==> src/rtl/sram_bus_slave_if.sv <==
// Bus-side request/response bundle between a bus master and the SRAM responder.
interface sram_bus_slave_if;
  logic [31:0] address;
  logic        read;
  logic        write;
  logic [31:0] data_wr;
  logic [3:0]  mask;
  logic        stall;
  logic [31:0] data_rd;
  logic [31:0] data_rd_2;
  logic [5:0]  interrupt;

  modport master (
    output address, read, write, data_wr, mask,
    input  stall, data_rd, data_rd_2, interrupt
  );

  modport slave (
    input  address, read, write, data_wr, mask,
    output stall, data_rd, data_rd_2, interrupt
  );
endinterface

==> src/rtl/sram_bus_slave.sv <==
// Bus slave serving word reads/writes from a 32-bit asynchronous SRAM.
// All SRAM-side outputs are registered; only stall is combinational on the request.
module sram_bus_slave #(
  parameter int READ_WAIT_CYCLES   = 1,
  parameter int WRITE_PULSE_CYCLES = 1
) (
  input  logic                 clk,
  input  logic                 rst_n,
  sram_bus_slave_if.slave      bus,
  output logic [19:0]          sram_address,
  output logic [3:0]           sram_be_n,
  output logic                 sram_ce_n,
  output logic                 sram_oe_n,
  output logic                 sram_we_n,
  output logic [31:0]          sram_data_o,
  output logic                 sram_data_oe,
  input  logic [31:0]          sram_data_i
);

  typedef enum logic [2:0] {IDLE, READ, WR_SETUP, WR_PULSE, WR_HOLD, DONE} state_t;

  localparam int MAX_C = (READ_WAIT_CYCLES > WRITE_PULSE_CYCLES) ? READ_WAIT_CYCLES
                                                                  : WRITE_PULSE_CYCLES;
  localparam int CW = (MAX_C > 1) ? $clog2(MAX_C) : 1;
  localparam logic [CW-1:0] RD_LAST = CW'(READ_WAIT_CYCLES - 1);
  localparam logic [CW-1:0] WR_LAST = CW'(WRITE_PULSE_CYCLES - 1);

  state_t        state_q;
  logic [CW-1:0] cnt_q;
  logic [19:0]   addr_q;
  logic [31:0]   wdata_q;
  logic [31:0]   data_rd_q;
  logic [3:0]    be_n_q;
  logic          ce_n_q, oe_n_q, we_n_q, doe_q;

  wire unused_addr = ^{bus.address[31:22], bus.address[1:0]};

  always_ff @(posedge clk or negedge rst_n) begin
    if (!rst_n) begin
      state_q   <= IDLE;
      cnt_q     <= '0;
      addr_q    <= '0;
      wdata_q   <= '0;
      data_rd_q <= '0;
      be_n_q    <= 4'b1111;
      ce_n_q    <= 1'b1;
      oe_n_q    <= 1'b1;
      we_n_q    <= 1'b1;
      doe_q     <= 1'b0;
    end else begin
      case (state_q)
        IDLE: begin
          // Write takes priority when both requests arrive together.
          if (bus.write) begin
            addr_q  <= bus.address[21:2];
            wdata_q <= bus.data_wr;
            be_n_q  <= ~bus.mask;
            ce_n_q  <= 1'b0;
            doe_q   <= 1'b1;
            state_q <= WR_SETUP;
          end else if (bus.read) begin
            addr_q  <= bus.address[21:2];
            wdata_q <= bus.data_wr;
            be_n_q  <= 4'b0000;
            ce_n_q  <= 1'b0;
            oe_n_q  <= 1'b0;
            cnt_q   <= '0;
            state_q <= READ;
          end
        end
        READ: begin
          if (cnt_q == RD_LAST) begin
            data_rd_q <= sram_data_i;
            ce_n_q    <= 1'b1;
            oe_n_q    <= 1'b1;
            be_n_q    <= 4'b1111;
            state_q   <= DONE;
          end else begin
            cnt_q <= cnt_q + CW'(1);
          end
        end
        WR_SETUP: begin
          we_n_q  <= 1'b0;
          cnt_q   <= '0;
          state_q <= WR_PULSE;
        end
        WR_PULSE: begin
          if (cnt_q == WR_LAST) begin
            we_n_q  <= 1'b1;
            state_q <= WR_HOLD;
          end else begin
            cnt_q <= cnt_q + CW'(1);
          end
        end
        WR_HOLD: begin
          ce_n_q  <= 1'b1;
          be_n_q  <= 4'b1111;
          doe_q   <= 1'b0;
          state_q <= DONE;
        end
        DONE:    state_q <= IDLE;
        default: state_q <= IDLE;
      endcase
    end
  end

  // DONE is the single cycle where the master sees the access complete.
  assign bus.stall     = (bus.read | bus.write) && (state_q != DONE);
  assign bus.data_rd   = data_rd_q;
  assign bus.data_rd_2 = '0;
  assign bus.interrupt = '0;

  assign sram_address = addr_q;
  assign sram_be_n    = be_n_q;
  assign sram_ce_n    = ce_n_q;
  assign sram_oe_n    = oe_n_q;
  assign sram_we_n    = we_n_q;
  assign sram_data_o  = wdata_q;
  assign sram_data_oe = doe_q;

endmodule

==> src/flat_wrapper.sv <==
// flat-port wrapper written by rule: the top's interface ports become plain ports
module sram_bus_slave_flat 
#(
  parameter int READ_WAIT_CYCLES   = 1,
  parameter int WRITE_PULSE_CYCLES = 1
)
  (clk, rst_n, sram_address, sram_be_n, sram_ce_n, sram_oe_n, sram_we_n, sram_data_o, sram_data_oe, sram_data_i, bus_address, bus_read, bus_write, bus_data_wr, bus_mask, bus_stall, bus_data_rd, bus_data_rd_2, bus_interrupt);
  sram_bus_slave_if bus_i ();
  input  logic clk;
  input  logic rst_n;
  output logic [19:0] sram_address;
  output logic [3:0] sram_be_n;
  output logic sram_ce_n;
  output logic sram_oe_n;
  output logic sram_we_n;
  output logic [31:0] sram_data_o;
  output logic sram_data_oe;
  input  logic [31:0] sram_data_i;
  input wire logic [$bits(bus_i.address)-1:0] bus_address;
  input wire logic [$bits(bus_i.read)-1:0] bus_read;
  input wire logic [$bits(bus_i.write)-1:0] bus_write;
  input wire logic [$bits(bus_i.data_wr)-1:0] bus_data_wr;
  input wire logic [$bits(bus_i.mask)-1:0] bus_mask;
  output wire logic [$bits(bus_i.stall)-1:0] bus_stall;
  output wire logic [$bits(bus_i.data_rd)-1:0] bus_data_rd;
  output wire logic [$bits(bus_i.data_rd_2)-1:0] bus_data_rd_2;
  output wire logic [$bits(bus_i.interrupt)-1:0] bus_interrupt;
  assign bus_i.address = bus_address;
  assign bus_i.read = bus_read;
  assign bus_i.write = bus_write;
  assign bus_i.data_wr = bus_data_wr;
  assign bus_i.mask = bus_mask;
  assign bus_stall = bus_i.stall;
  assign bus_data_rd = bus_i.data_rd;
  assign bus_data_rd_2 = bus_i.data_rd_2;
  assign bus_interrupt = bus_i.interrupt;
  sram_bus_slave #(.READ_WAIT_CYCLES(READ_WAIT_CYCLES), .WRITE_PULSE_CYCLES(WRITE_PULSE_CYCLES)) u_core (.clk(clk), .rst_n(rst_n), .bus(bus_i), .sram_address(sram_address), .sram_be_n(sram_be_n), .sram_ce_n(sram_ce_n), .sram_oe_n(sram_oe_n), .sram_we_n(sram_we_n), .sram_data_o(sram_data_o), .sram_data_oe(sram_data_oe), .sram_data_i(sram_data_i));
endmodule
==> config.mk <==
export PLATFORM = sky130hd
export DESIGN_NAME = sram_bus_slave_flat
export DESIGN_NICKNAME = d
export VERILOG_FILES = /design/src/rtl/sram_bus_slave_if.sv /design/src/rtl/sram_bus_slave.sv /design/src/flat_wrapper.sv
export SDC_FILE = /design/constraint.sdc
export NUM_CORES = 1
export LEC_CHECK = 0
export CORE_MARGIN = 4
export CORE_UTILIZATION = 42
export CTS_CLUSTER_DIAMETER = 40
export DETAILED_ROUTE_END_ITERATION = 10
export GPL_TIMING_DRIVEN = 0
export PLACE_DENSITY = 0.87
export RECOVER_POWER = 50
export SLEW_MARGIN = 20
export SYNTH_ARGS = -nofsm -noshare
export SYNTH_HDL_FRONTEND = slang
export SYNTH_SLANG_ARGS = --single-unit
==> constraint.sdc <==
create_clock -name clk -period 3.1 [get_ports clk]
set_clock_uncertainty 0.15 [all_clocks]
set_input_delay 0.465 -clock clk [delete_from_list [all_inputs] [get_ports clk]]
set_output_delay 0.465 -clock clk [all_outputs]
set_load 0.05 [all_outputs]
* Word level (Yosys, flattened, before mapping)
Index checks and enable logic that the tools add are counted.
Storage, ports and cells: input port bits 104, latch bits 0, bits in read-only memories 0, output and inout port bits 131, memories kept 0, bits in registers 96, logic and storage cells 66, RAM bits 0
Operators by class: div/mod/pow operators 0, bitwise operators 3, reductions and logical operators 17, order comparisons 0, multiplexer cells 24, $add $sub $neg 1, shift-type cells 0, equal/unequal tests 11, $mul 0
Operators with widths (count):
- two-way mux 32 bit | 2
- two-way mux 20 bit | 2
- one-hot mux 3 bit (5 select lines) | 1
- two-way mux 3 bit | 4
- two-way mux 4 bit | 3
- one-hot mux 4 bit (3 select lines) | 1
- != test 2 bit, second input constant | 5
- AND reduction 3 bit | 3
- AND reduction 2 bit | 4
- nonzero test 2 bit | 4
- equality test 3 x 2 -> 1 bit, second input constant | 2
- two-way mux 1 bit | 6
- != test 3 bit, second input constant | 2
- one-hot mux 1 bit (2 select lines) | 3
- one-hot mux 1 bit (3 select lines) | 2
- nonzero test 3 bit | 2
- NOT 4 bit | 1
- AND reduction 4 bit | 1
- equality test 3 x 1 -> 1 bit, second input constant | 1
- equality test 3 bit, second input constant | 1
- logical NOT 3 bit | 1
- OR reduction 2 bit | 1
- adder 1 bit, second input constant | 1
- logical AND 1 bit | 1
- 2 further kinds | 2

* Logic depth before layout (Yosys ltp)
Gate-level depths: netlist of run 1.
depth after elaboration 4, mapped depth 6, gate-level depth less buffers 3

* Worst setup path before layout of run 1
Ideal clock, no wire load.
path type register to output, start point register u_core.state_q[2], end point output bus_stall, path buffers 1, stages on the path, launching flop included 3, data required time 2485 ps, path slack 1029 ps, arrival time 1456 ps, path through dfrtp_1 -> buf_2 -> a31oi_1
Between the ends: longest elaborated chain between the ends 2
RTL lines:
- start: declaration | RTL line sram_bus_slave.sv:28 | state_t state_q;
- start signal: assignment | RTL line sram_bus_slave.sv:40 | state_q <= IDLE;
- start signal: assignment | RTL line sram_bus_slave.sv:60 | state_q <= WR_SETUP;
- start signal: assignment | RTL line sram_bus_slave.sv:68 | state_q <= READ;
- != test 3 bit | RTL line sram_bus_slave.sv:108 | assign bus.stall = (bus.read | bus.write) && (state_q != DONE);
- logical AND 1 bit | RTL line sram_bus_slave.sv:108
- end: declaration | RTL line flat_wrapper.sv:24 | output wire logic [$bits(bus_i.stall)-1:0] bus_stall;
No other way between the ends.

* Final worst setup path of run 1
start point input bus_write, end point output bus_stall
Between the ends: longest elaborated chain between the ends 2
RTL lines:
- start: declaration | RTL line flat_wrapper.sv:21 | input wire logic [$bits(bus_i.write)-1:0] bus_write;
- bitwise OR 1 bit | RTL line sram_bus_slave.sv:108
- logical AND 1 bit | RTL line sram_bus_slave.sv:108
No other way between the ends.

==> qor.yml, run 1 <==
synth:
  synth_top_area_cell: "dfrtp_1"
  syn_inst: 263
  synthMuxAreaShare_pct: 26.2
  synth.area.top_cells: "dfrtp_1 53%, mux2_2 13%, mux2_4 13%"
  synth-seq-cells: 95
  yosysWarningCount: 0
  synth_top_family_by_area: "multiplexers"
  synth-edff-count: 0
  async_flop_share_pct: 100
  synth_compound_area_share_pct: 1.98
  synth_top_area_share_pct: 52.9
  yosys.area_share.adder_pct: 0.241
  ys_types: 29
  synth_top_flop_cell: "dfrtp_1"
  synthSimpleGateAreaFrac_pct: 2.92
  synthXorXnorAreaFrac_pct: 0.210
  syn_area_per_cell_um2: 15.8
  ys_seq_area_share_pct: 57.3
  synthesis.area_mm2: 0.00416
final_layout:
  syn_to_final_growth_pct: 55.1
  diodes: 0
  utilization_pct: 66.3
  layout-drive-gt1-share_pct: 30.5
  nets: 601
  nFillCells: 724
routing:
  post_drt_via_cell_ratio: 4.37
  wire_per_inst_um: 15.1
  dr.pass1.iters: 4
  finalWirelength_mm: 9.57
  ant_nets: 0
  drtIter0Drc: 92
  vias: 2772
  drc: 0
placed_design:
  portBuffers: 184
  pre_cts_slack_ns: 0.151
  gp_congestion: 0.716
  dp_hpwl_mm: 7.45
clocking:
  insertion_delay_ns: 0.34
  htreeDepth: 3
  cts_buffers: 9
  clkSlewWorstSetupHoldPaths_ns: 0.08
  clockBufferDepth: 2
  clock-sinks: 95
  tritoncts: "built"
  clockRootBuffer: "clkbuf_8"
  post-cts-setup-buffers: 0
global_routing:
  grt_max_degree: 77
  first_global_vias: 2970
  antenna_found_initial: 0
  grt.total_usage_pct: 16.3
  grt_overflow_total: 0
  grt_pass1_wl_mm: 14.8
timing:
  worst_pin_slew_ns: 1.23
  period_share_pct: 94.9
  holdWs_ns: 0.347
  max_clock_freq_mhz: 340
  layout_setup_ws_ns: 0.157
  grt_setup_unrepaired: "false"
  drv_slew: 0
  finalHoldViolations: 0
  setup_viol: 0
  period_needed_ns: 2.94
  relSlewSlack_pct: 18.3
  fin_tns_setup_ns: 0
floorplanning:
  rows: 36
  io_pins: 235
  die_w_um: 108
  initial_utilization_pct: 42.8
  die_h_um: 108
  core_mm2: 0.00973
  fp.dieArea_mm2: 0.0116
power:
  p_total_w: 0.00831
  power_density_mw_per_mm2: 1290
  vdd_drop_max_mv: 0.798
  leakagePower_nw: 2.83
job:
  max_cap_viol_count: 0
worst_setup_path:
  critical_path_required_ns: 2.48
  worst_setup_path_end_kind: "output port"
  crit_fanout: 9
  r2r_cells: 4
  arrival_ns: 2.33
  start_kind: "primary input"
  critPathKind: "in -> out"
worst_hold_path:
  hp-class: "reg -> reg"
  hold_depth: 2
run_status:
  outcome: "completed"
-- cell type report --
cell class	count	area, um2	area share (%)
clock buffers	11	141	2.19
repair buffers	186	1870	29.0
well taps	133	166	2.58
inverters	2	7.51	0.116
plain buffers	50	390	6.05
multi-input cells	153	1450	22.4
flip-flops and latches	95	2390	37.0
clock inverters	5	42.5	0.659
-- Yosys cell counts (all sizes together), types with 2 or more instances --
master and n:
mux2 85, a21oi 3, a2bb2oi 4, dfstp 7, nand3b 2, buf 50
nand2b 5, inv 2, dfrtp 88, nor3 2, nor2 3
-- per-layer routing --
layer  GRT usage [%]  share of wire (%)  wire (um)
met3            5.16                8.5        811
met2            28.7                 52       4940
met4            4.06               0.89         85
met1            19.2                 39       3730
met5               0                  0          0
-- stage by stage --
step	instances	instance area (um2)
finish	635	6450
global placement	617	6310
floorplan	300	4300
detailed placement	618	6340
global route	635	6450
CTS	635	6530
-- critical path: stages --
cell and delay [ns]:
clkdlybuf4s50_1 0.67, nor2_1 0.15, a31oi_1 0.20, clkdlybuf4s50_1 0.84
-- worst paths after layout --
path,from,end,slack (ns)
hold / removal,u_core.sram_ce_n,u_core.sram_ce_n,0.35
max in group asynchronous,rst_n,u_core.sram_we_n,1.04
setup reg to reg,u_core.state_q[0],u_core.bus.data_rd[26],0.38
setup / recovery,bus_write,bus_stall,0.16
hold reg to reg,u_core.sram_ce_n,u_core.sram_ce_n,0.35
min in group asynchronous,rst_n,u_core.bus.data_rd[23],0.75
-- state kept, by name, summed over array words and instances (netlist names) --
name,flops
u_core.sram_ce_n,1
u_core.sram_be_n,4
u_core.sram_we_n,1
u_core.state_q,3
u_core.bus.data_rd,32
u_core.sram_address,20
u_core.sram_oe_n,1
u_core.sram_data_o,32
u_core.sram_data_oe,1
-- repair_timing --
item / in CTS / in global routing
hold endpoints to repair: 19 / 0
gates resized for setup: 0 / 0
hold buffers: 1 / 0
-- cells by family (layout without fill, tap and decap cells) --
family,count (synthesis),in the layout
flops,95,95
fa+ha+maj,1,1
simple gates,16,16
compound gates,12,12
buf+inv,52,254
other cells,1,38
xor+xnor,1,1
mux,85,85
-- where the power goes --
group | total, W | switching [W] | leakage (nW) | internal [W]
logic | 0.00531 | 0.00317 | 1.63 | 0.00214
clock network | 0.000753 | 0.000432 | 0.0901 | 0.000322
registers | 0.00224 | 0.000342 | 1.11 | 0.00190
total | 0.00831 | 0.00394 | 2.83 | 0.00437
-- layout by cell type (no fill, tap or decap) --
cell and count:
nand3b_1 2, dfrtp_1 88, buf_6 1, inv_1 2, nor3_4 1, xnor2_1 1
o22ai_1 1, nor2b_4 1, buf_4 39, inv_6 1, dlygate4sd3_1 1, a21oi_1 3
nand2b_1 5, nand2_1 1, clkbuf_8 10, nor3_1 1, buf_16 1, a2bb2oi_1 4
nor3b_1 1, clkbuf_1 9, a31oi_1 1, dfstp_2 7, a21o_1 1, clkinvlp_4 1
nor4_1 1, buf_12 3, conb_1 38, mux2_4 36, clkdlybuf4s50_1 183, nor2_1 3
o21ai_0 1, maj3_1 1, mux2_2 49, a211oi_1 1, clkinv_4 3
Power figures use the tool's default switching activity.
==> inputs of run 2 (changes only) <==
Settings changed: CORE_MARGIN 4 to 2, GPL_TIMING_DRIVEN 0 to default, HOLD_SLACK_MARGIN from default to 0.12.
==> qor.yml, run 2 (same netlist as run 1, synthesis figures left out) <==
worst_setup_path:
  r2r_cells: 4  # unchanged
  worst_setup_path_end_kind: "flop"  # was output port
  start_kind: "primary input"  # unchanged
  critPathKind: "in -> reg"  # was in -> out
  critical_path_required_ns: 3.19  # was 2.48 ns
  crit_fanout: 15  # was 9
  arrival_ns: 2.68  # was 2.33 ns
  r2r_setup_slack_ns: 0.71  # was 0.38 ns
final_layout:
  syn_to_final_growth_pct: 47.4  # was 55.1%
  diodes: 0  # unchanged
  final_cell_mix: "173 x clkdlybuf4s50_1, 88 x dfrtp_1, 49 x mux2_2, 38 x conb_1, 36 x mux2_4"  # was 183 x clkdlybuf4s50_1, 88 x dfrtp_1, 49 x mux2_2, 39 x buf_4, 38 x conb_1
  layout-drive-gt1-share_pct: 25.5  # was 30.5%
  final_common_cell: "clkdlybuf4s50_1"  # unchanged
  utilization_pct: 63.3  # was 66.3%
  multi_input_comb_area_mm2: 0.00144  # was 0.00145 mm2
  layout.cells.non_filler: 592  # was 635
  stdcell_area_mm2: 0.00613  # was 0.00645 mm2
  nets: 558  # was 601
  seqCellArea_mm2: 0.00239  # unchanged
  nFillCells: 744  # was 724
clocking:
  clock-sinks: 95  # unchanged
  cts_buffers: 9  # unchanged
  ctsHoldBuffers: 0  # was 1
  clockBufferDepth: 2  # unchanged
  htreeDepth: 3  # unchanged
  clockRootBuffer: "clkbuf_8"  # unchanged
  insertion_delay_ns: 0.35  # was 0.34 ns
  tritoncts: "built"  # unchanged
  ctsResizeCount: 0  # unchanged
  post-cts-setup-buffers: 0  # unchanged
  clkSlewWorstSetupHoldPaths_ns: 0.09  # was 0.08 ns
routing:
  dr.pass1.iters: 4  # unchanged
  ant_nets: 0  # unchanged
  finalWirelength_mm: 9.35  # was 9.57 mm
  drc: 0  # unchanged
  drtIter0Drc: 74  # was 92
  vias: 2683  # was 2772
  post_drt_via_cell_ratio: 4.53  # was 4.37
  wire_per_inst_um: 15.8  # was 15.1 um
worst_hold_path:
  hold_depth: 2  # unchanged
  hp-class: "reg -> reg"  # unchanged
global_routing:
  grt_pass1_wl_mm: 15.1  # was 14.8 mm
  grt_overflow_total: 0  # unchanged
  first_global_vias: 2911  # was 2970
  grt_max_degree: 93  # was 77
  antenna_found_initial: 0  # unchanged
  grt.total_usage_pct: 17.8  # was 16.3%
timing:
  finalHoldViolations: 0  # unchanged
  setup_viol: 0  # unchanged
  grt_setup_unrepaired: "false"  # unchanged
  max_clock_freq_mhz: 387  # was 340 MHz
  drv_slew: 0  # unchanged
  period_needed_ns: 2.58  # was 2.94 ns
  relSlewSlack_pct: 42.2  # was 18.3%
  worst_pin_slew_ns: 0.862  # was 1.23 ns
  period_share_pct: 83.4  # was 94.9%
  fin_tns_setup_ns: 0  # unchanged
job:
  max_cap_viol_count: 0  # unchanged
power:
  vdd_drop_max_mv: 0.674  # was 0.798 mV
  power_frac_clock_pct: 10.5  # was 9.1%
  p_total_w: 0.00832  # was 0.00831 W
  power_density_mw_per_mm2: 1360  # was 1290 mW/mm2
  p_seq_share_pct: 27.4  # was 27.0%
  leakagePower_nw: 2.62  # was 2.83 nW
  power_switching_share_pct: 47.0  # was 47.5%
  p_int_w: 0.00441  # was 0.00437 W
  combPwrFrac_pct: 62.1  # was 64.0%
  p_sw_w: 0.00391  # was 0.00394 W
run_status:
  outcome: "completed"  # unchanged
floorplanning:
  rows: 36  # unchanged
  die_h_um: 104  # was 108 um
  fp.dieArea_mm2: 0.0107  # was 0.0116 mm2
  initial_utilization_pct: 43.0  # was 42.8%
  io_pins: 235  # unchanged
  core_mm2: 0.00968  # was 0.00973 mm2
  die_w_um: 104  # was 108 um
placed_design:
  dp_hpwl_mm: 7.10  # was 7.45 mm
  gp_congestion: 0.779  # was 0.716
  place_inst: 575  # was 618
  dpl_cell_area_mm2: 0.00593  # was 0.00634 mm2
  portBuffers: 184  # unchanged
run 2: worst max-delay path, cell delays in order:
cell and delay, ns:
dlygate4sd3_1 0.72, nor2_1 0.12, nor2b_2 0.70, buf_4 0.34, mux2_4 0.32
run 2: final timing paths:
| kind | startpoint | to |
|---|---|---|
| max in group asynchronous | rst_n | u_core.sram_oe_n |
| min | u_core.sram_we_n | u_core.sram_we_n |
| max reg2reg | u_core.state_q[0] | u_core.sram_data_o[9] |
| min in group asynchronous | rst_n | u_core.sram_address[3] |
| max | bus_write | u_core.sram_data_o[9] |
| min reg2reg | u_core.sram_we_n | u_core.sram_we_n |
run 2: metrics by stage:
step,hold WS [ns],setup WS [ns]
floorplan,0.0194,1.03
global placement,0.333,0.515
detailed placement,0.323,0.459
CTS,0.212,0.754
global route,0.368,0.408
finish,0.333,0.516
run 2: per-layer routing:
layer  vias to the layer above  wire, um  global-route usage (%)
met5                         -         0                       0
met4                         0       229                    8.20
met3                        20       736                    5.35
met2                       143      4700                    30.0
met1                      1309      3690                    20.9
li1                       1211         -                       -
run 2: power groups by stage:
stage | clock, W | sequential, W | combinational [W]
3_5_place_dp | 0 | 0.00232 | 0.00525
2_1_floorplan | 0 | 0.00438 | 0.00165
6_report | 0.000871 | 0.00228 | 0.00517
3_3_place_gp | 0 | 0.00227 | 0.00515
5_1_grt | 0.000948 | 0.00237 | 0.00536
4_1_cts | 0.000902 | 0.00230 | 0.00525
run 2: final cells by class:
type | instances | area share [%]
Clock buffer | 11 | 2.14
Clock inverter | 5 | 1.33
Inverter | 2 | 0.122
Multi-Input combinational cell | 153 | 23.5
Sequential cell | 95 | 38.9
Tap cell | 133 | 2.71
Timing Repair Buffer | 193 | 31.3
